[config.mk]
export PLATFORM = sky130hd
export DESIGN_NAME = clock_en_gen
export DESIGN_NICKNAME = d
export VERILOG_FILES = /design/src/rtl/clock_en_gen.sv
export SDC_FILE = /design/constraint.sdc
export NUM_CORES = 1
export LEC_CHECK = 0
export CAP_MARGIN = 20
export CORE_MARGIN = 2
export CORE_UTILIZATION = 45
export CTS_CLUSTER_SIZE = 28
export DETAILED_ROUTE_END_ITERATION = 6
export HOLD_SLACK_MARGIN = 0.08
export SLEW_MARGIN = 20
export SYNTH_ARGS = -nofsm -noshare
export SYNTH_HDL_FRONTEND = slang
export SYNTH_SLANG_ARGS = --single-unit
[constraint.sdc]
create_clock -name clk -period 6.5 [get_ports clk]
set_input_delay 1.3 -clock clk [delete_from_list [all_inputs] [get_ports clk]]
set_output_delay 1.3 -clock clk [all_outputs]
set_load 0.1 [all_outputs]
[src/rtl/clock_en_gen.sv]
// clock_en_gen: multi-channel programmable clock-enable generator with glitch-free shadowed config
module clock_en_gen #(
    parameter  int NUM_CH    = 4,
    parameter  int CNT_W     = 16,
    parameter  int RST_MAX   = 1,
    parameter  int RST_THRES = 1,
    localparam int CH_W      = (NUM_CH > 1) ? $clog2(NUM_CH) : 1
) (
    input  logic              clk,
    input  logic              rst,
    input  logic [NUM_CH-1:0] ch_en,
    input  logic              sync,
    input  logic              cfg_valid,
    output logic              cfg_ready,
    input  logic [CH_W-1:0]   cfg_ch,
    input  logic [CNT_W-1:0]  cfg_max,
    input  logic [CNT_W-1:0]  cfg_thres,
    output logic [NUM_CH-1:0] clk_en,
    output logic [NUM_CH-1:0] tick,
    output logic [NUM_CH-1:0] pending
);

    logic [NUM_CH-1:0][CNT_W-1:0] cnt_q, cnt_d;
    logic [NUM_CH-1:0][CNT_W-1:0] max_q, max_d;
    logic [NUM_CH-1:0][CNT_W-1:0] thres_q, thres_d;
    logic [NUM_CH-1:0][CNT_W-1:0] sh_max_q, sh_max_d;
    logic [NUM_CH-1:0][CNT_W-1:0] sh_thres_q, sh_thres_d;
    logic [NUM_CH-1:0]            pend_q, pend_d;
    logic [NUM_CH-1:0]            en_q, en_d;
    logic [NUM_CH-1:0]            tick_q, tick_d;
    logic [NUM_CH-1:0]            wr, wrap, apply;
    logic [31:0]                  ch_idx;

    // Widened channel index so out-of-range selects simply match no channel.
    assign ch_idx = 32'(cfg_ch);

    for (genvar g = 0; g < NUM_CH; g++) begin : g_ch
        assign wr[g]    = cfg_valid && (ch_idx == 32'(g)) && !pend_q[g];
        assign wrap[g]  = cnt_q[g] >= max_q[g];
        assign apply[g] = pend_q[g] && (wrap[g] || !ch_en[g] || sync);
    end

    // Ready unless the addressed channel still holds an unapplied shadow; unknown channels always accept.
    always_comb begin
        cfg_ready = 1'b1;
        for (int i = 0; i < NUM_CH; i++)
            if (ch_idx == 32'(i)) cfg_ready = !pend_q[i];
    end

    // Per-channel next state: counter, boundary-only config apply, shadow capture, registered outputs.
    always_comb begin
        for (int i = 0; i < NUM_CH; i++) begin
            cnt_d[i]      = (!ch_en[i] || wrap[i] || sync) ? '0 : cnt_q[i] + CNT_W'(1);
            max_d[i]      = apply[i] ? sh_max_q[i] : max_q[i];
            thres_d[i]    = apply[i] ? sh_thres_q[i] : thres_q[i];
            sh_max_d[i]   = wr[i] ? cfg_max : sh_max_q[i];
            sh_thres_d[i] = wr[i] ? cfg_thres : sh_thres_q[i];
            pend_d[i]     = apply[i] ? 1'b0 : (wr[i] ? 1'b1 : pend_q[i]);
            en_d[i]       = ch_en[i] && (cnt_q[i] < thres_q[i]);
            tick_d[i]     = ch_en[i] && (cnt_q[i] == '0);
        end
    end

    // State registers with synchronous reset to the default divide-by-two pattern.
    always_ff @(posedge clk) begin
        if (rst) begin
            cnt_q      <= '0;
            max_q      <= {NUM_CH{CNT_W'(RST_MAX)}};
            thres_q    <= {NUM_CH{CNT_W'(RST_THRES)}};
            sh_max_q   <= '0;
            sh_thres_q <= '0;
            pend_q     <= '0;
            en_q       <= '0;
            tick_q     <= '0;
        end else begin
            cnt_q      <= cnt_d;
            max_q      <= max_d;
            thres_q    <= thres_d;
            sh_max_q   <= sh_max_d;
            sh_thres_q <= sh_thres_d;
            pend_q     <= pend_d;
            en_q       <= en_d;
            tick_q     <= tick_d;
        end
    end

    assign clk_en  = en_q;
    assign tick    = tick_q;
    assign pending = pend_q;

endmodule

# After elaboration in Yosys (flattened, before gate mapping)
# Cells that the tools add are included.
op_classes:
  add_sub_neg: 4
  n_lt_le_gt_ge: 8
  eq_ne: 3
  muxes: 4
  reduce_logical: 49
ops:
  columns: ["operator", "count"]
  rows:
  - ["16-bit by 1-bit adder with 16-bit output (second input constant)", 4]
  - ["16-bit >= comparator", 4]
  - ["16-bit logical NOT", 4]
  - ["16-bit less-than comparator", 4]
  - ["32-bit logical NOT", 1]
  - ["1-bit logical AND", 20]
  - ["2-bit OR reduction", 8]
  - ["1-bit logical NOT", 8]
  - ["1-bit logical OR", 8]
  - ["2-bit == test (second input constant)", 2]
  - ["1-bit two-way mux", 4]
  - ["2-bit by 1-bit == test with 1-bit output (second input constant)", 1]
totals:
  register_bits: 332
  inputBits: 42
  output_inout_bits: 13
  elab_cells: 94

# Depth between registers and ports, before layout
logic_depth:
  depth_word: 5
  depth_mapped: 10
  ltp_nobuf: 8

# Worst setup path after synthesis
# No wires, ideal clock.
synth_path:
  kind: "input to output"
  start: "input port cfg_ch[1]"
  end: "output port cfg_ready"
  arrival_time_ns: 3.716
  required_time_ns: 5.200
  path_slack_ns: 1.484
  stages: 2
  n_path_buf: 0
  cell_sequence: "mux2_2 o21ai_0"
synth_between:
  elab_chain_len: 5
  word_cells_on_any_way: 8
  cone_classes: "eq/ne (3); mux (4); reduce/logical (1)"
synth_lines:
  columns: ["item", "line", "text"]
  rows:
  - ["from (decl)", "15", "input logic [CH_W-1:0] cfg_ch,"]
  - ["32-bit logical NOT", "47", "if (ch_idx == 32'(i)) cfg_ready = !pend_q[i];"]
  - ["1-bit two-way mux (3 in series)", "47", null]
  - ["1-bit two-way mux *", "47", null]
  - ["to (decl)", "14", "output logic cfg_ready,"]
# Every way passes the cells marked *; elsewhere a longest branch is shown, timed or not.

# Worst setup path after layout
# Ends and elaborated chain as after synthesis.

==> results.sh <==
export IMPL_outcome="finished, final reports clean"
export IMPL_clk_path_buf_depth=3
export IMPL_maxSlewHeadroom_pct=34.92
export IMPL_drive_above_1_share_pct=4.348
export IMPL_cp_buffers_inverters=2
export IMPL_htree_levels=2
export IMPL_sequentialPowerShare_pct=46.9
export IMPL_setup_repair_after_global_routing_missed_its_margin="false"
export IMPL_leakage_power_nw=6.399
export IMPL_layout_fillers=3180
export IMPL_slew_viol_final=0
export IMPL_hold_class="reg2reg"
export IMPL_combined_area_of_all_synthesized_cells_mm2=0.01512
export IMPL_timing_max_cap_violations=0
export IMPL_initial_core_util_pct=45.44
export IMPL_routabilityCongestion=0.7867
export IMPL_mostFrequentLayoutCells="sky130_fd_sc_hd__dfxtp_1, sky130_fd_sc_hd__nand2_1, sky130_fd_sc_hd__nor2_1, sky130_fd_sc_hd__a21oi_1, sky130_fd_sc_hd__inv_1"
export IMPL_power_combinational_fraction_pct=7.6
export IMPL_number_of_synthesized_register_bits=332
export IMPL_final_cycle_utilization_of_the_critical_path_pct=73.59
export IMPL_cp_data_arrival_time_ps=3480
export IMPL_fp_coreArea_mm2=0.03328
export IMPL_dieWidth_um=187.3
export IMPL_post_route_util_pct=51.71
export IMPL_first_global_vias=11070
export IMPL_cts_hold_fix_buffers=0
export IMPL_pwr_density_cell_mw_per_mm2=260.6
export IMPL_netlist_cell_type_count=44
export IMPL_cts_clk_slew_worst_paths_ps=60
export IMPL_n_antenna_cell=0
export IMPL_cp_common_cell="sky130_fd_sc_hd__clkdlybuf4s50_1"
export IMPL_post_synth_cell_area_avg_um2=8.549
export IMPL_detail_route_first_pass_iterations=5
export IMPL_std_cell_rows=67
export IMPL_design_power_total_mw=4.485
export IMPL_ioPinCount=55
export IMPL_fin_area_mm2=0.01721
export IMPL_wire_length_of_the_first_global_routing_pass_mm=59.64
export IMPL_totalWireLength_mm=37.32
export IMPL_crit_family="buffers and inverters"
export IMPL_grt_ovfl_total=0
export IMPL_via_per_inst=5.147
export IMPL_cts_root_buffer_cell="sky130_fd_sc_hd__clkbuf_16"
export IMPL_vdd_ir_drop_max_mv=0.1747
export IMPL_hold_slack_ps=453.3
export IMPL_cell_internal_pwr_mw=3.435
export IMPL_post_cts_resized=0
export IMPL_cts_sink_count=332
export IMPL_timing_final_setup_violations=0
export IMPL_critPathMaxStageDelay_ps=1150
export IMPL_worst_slack_ps=1717
export IMPL_cp_cell_sequence="clkdlybuf4s50_1 -> mux2_2 -> o21ai_0 -> clkdlybuf4s50_1"
export IMPL_clock_share_of_power_pct=45.6
export IMPL_postPlaceCellArea_mm2=0.01602
export IMPL_place_inst=2206
export IMPL_place_hpwl_mm=25.02
export IMPL_fmaxAchievable_ghz=0.2091
export IMPL_start_kind="input pin"
export IMPL_layout_nets=1970
export IMPL_area_of_combinational_cells_with_multiple_inputs_mm2=0.007676
export IMPL_fp_dieArea_mm2=0.03509
export IMPL_synth_seq_area_share_pct=43.95
export IMPL_finalHoldViolCount=0
export IMPL_cpMaxStageDelayCell="sky130_fd_sc_hd__clkdlybuf4s50_1"
export IMPL_wl_per_cell_um=16.48
export IMPL_postSynthNetCount=1943
export IMPL_cts_tree="built"
export IMPL_finalWorstPathRequiredPeriod_ps=4783
export IMPL_port_buffers=54
export IMPL_drtIter0Drc=785
export IMPL_finish_cell_count_without_fillers=2265
export IMPL_commonest_non_fill_non_tap_cell_in_the_layout="sky130_fd_sc_hd__dfxtp_1"
export IMPL_synth_warnings=0
export IMPL_timing_critical_path_required_ps=5200
export IMPL_sequential_cell_area_mm2=0.006646
export IMPL_cts_post_setup_buffers_inserted=0
export IMPL_place_worst_setup_slack_ps=1705
export IMPL_grt_total_usage_pct=21.22
export IMPL_worstSkewPairLatency_ps=510
export IMPL_drtAntennaViolNets=0
export IMPL_num_vias=11660
export IMPL_crit_type="in2out"
export IMPL_largest_net_degree_at_the_start_of_global_routing=112
export IMPL_switching_power_mw=1.050
export IMPL_worst_slew_pin_slew_ps=973.2
export IMPL_post_route_drc_count=0
export IMPL_skew_ps=10.79
export IMPL_synth_cells=1769
export IMPL_crit_path_max_fanout=5
export IMPL_end_kind="primary output"
export IMPL_fp_dieH_um=187.3
export IMPL_power_share_switching_pct=23.41
export IMPL_cts_buffers=36
export IMPL_setup_tns_ps=0
export IMPL_area_growth_syn_to_layout_pct=13.78
export IMPL_antenna_found_initial=0
-- synth_stat cells, drive strengths merged --
cell	count	area, um2
xor2	32	280.3
o31ai	1	12.51
nor4	14	87.58
dfxtp	332	6646
nor3b	5	37.54
a21boi	1	7.510
a21o	23	172.7
nand3	37	185.2
nand3b	3	22.52
and3	19	120.1
and4	2	17.52
mux2	1	11.26
nand2	294	1104
a221oi	4	41.29
nand4	25	156.4
inv	138	518.0
a2111oi	1	8.760
o31a	1	8.760
a21oi	161	805.8
a31oi	1	6.260
ha	132	1652
clkbuf	60	225.2
o21ai	30	150.1
o21bai	3	22.52
xnor2	24	210.2
or3	2	12.51
mux2i	124	1241
o21a	1	7.510
nor3	16	80.08
buf	17	121.4
o211ai	8	70.06
and4b	5	50.05
nor2b	4	25.02
a211oi	10	75.07
nand2b	4	25.02
and4bb	1	12.51
a211o	2	26.28
nor2	231	867.1
-- final timing paths --
| kind | to | slack (ps) | startpoint | depth (start not counted) |
|---|---|---|---|---|
| setup / recovery | cfg_ready | 1720 | cfg_ch[1] | 4 |
| hold / removal | sh_max_q[8]$_SDFFE_PP0P_ | 450 | sh_max_q[8]$_SDFFE_PP0P_ | 2 |
| setup reg to reg | thres_q[44]$_SDFFE_PP0P_ | 3530 | cnt_q[32]$_SDFF_PP0_ | 9 |
| hold reg to reg | sh_max_q[8]$_SDFFE_PP0P_ | 450 | sh_max_q[8]$_SDFFE_PP0P_ | 2 |
-- routing by layer --
| layer | vias up | part of all wire [%] | global-route usage (%) |
|---|---|---|---|
| li1 | 5941 | - | - |
| met1 | 5469 | 46 | 27.54 |
| met2 | 183 | 47 | 35.56 |
| met3 | 65 | 3.6 | 3.283 |
| met4 | 0 | 3.5 | 8.150 |
| met5 | - | 0 | 0 |
-- sequential cells by signal, summed over array words and instances (netlist names) --
register    cells
clk_en          4
cnt_q          64
max_q          64
pending         4
sh_max_q       64
sh_thres_q     64
thres_q        64
tick            4
-- worst min-delay path, stage by stage, from the launching register on --
cell and delay, ps:
sky130_fd_sc_hd__dfxtp_1 310, sky130_fd_sc_hd__nand2_1 50, sky130_fd_sc_hd__a21oi_1 50
-- power groups by stage --
| stage | Clock [mW] | Combinational [mW] | Sequential (mW) |
|---|---|---|---|
| after global placement | 0 | 0.336 | 2.15 |
| after global routing | 2.18 | 0.366 | 2.11 |
| after detailed placement | 0 | 0.340 | 2.15 |
| after floorplan | 0 | 0.185 | 2.17 |
| after CTS | 2.09 | 0.342 | 2.10 |
| final | 2.04 | 0.339 | 2.10 |
-- kinds of logic after synthesis --
group                      after synthesis  share of synthesized area [%]
muxes                                  125                          8.282
adders and majority gates              132                          10.92
AOI/OAI and AO/OA                      247                          9.357
buffers and inverters                  215                          5.717
DFF                                    332                          43.95
xor gates and xnor gates                56                          3.243
and+or+nand+nor                        662                          18.53
-- final cells by class --
type | instances | share of cell area [%]
Sequential cell | 332 | 38.62
Timing Repair Buffer | 66 | 3.686
Tap cell | 448 | 3.257
Clock buffer | 52 | 6.173
Multi-Input combinational cell | 1222 | 44.61
Inverter | 138 | 3.010
Clock inverter | 7 | 0.6399
(Power assumes the default switching activity.)
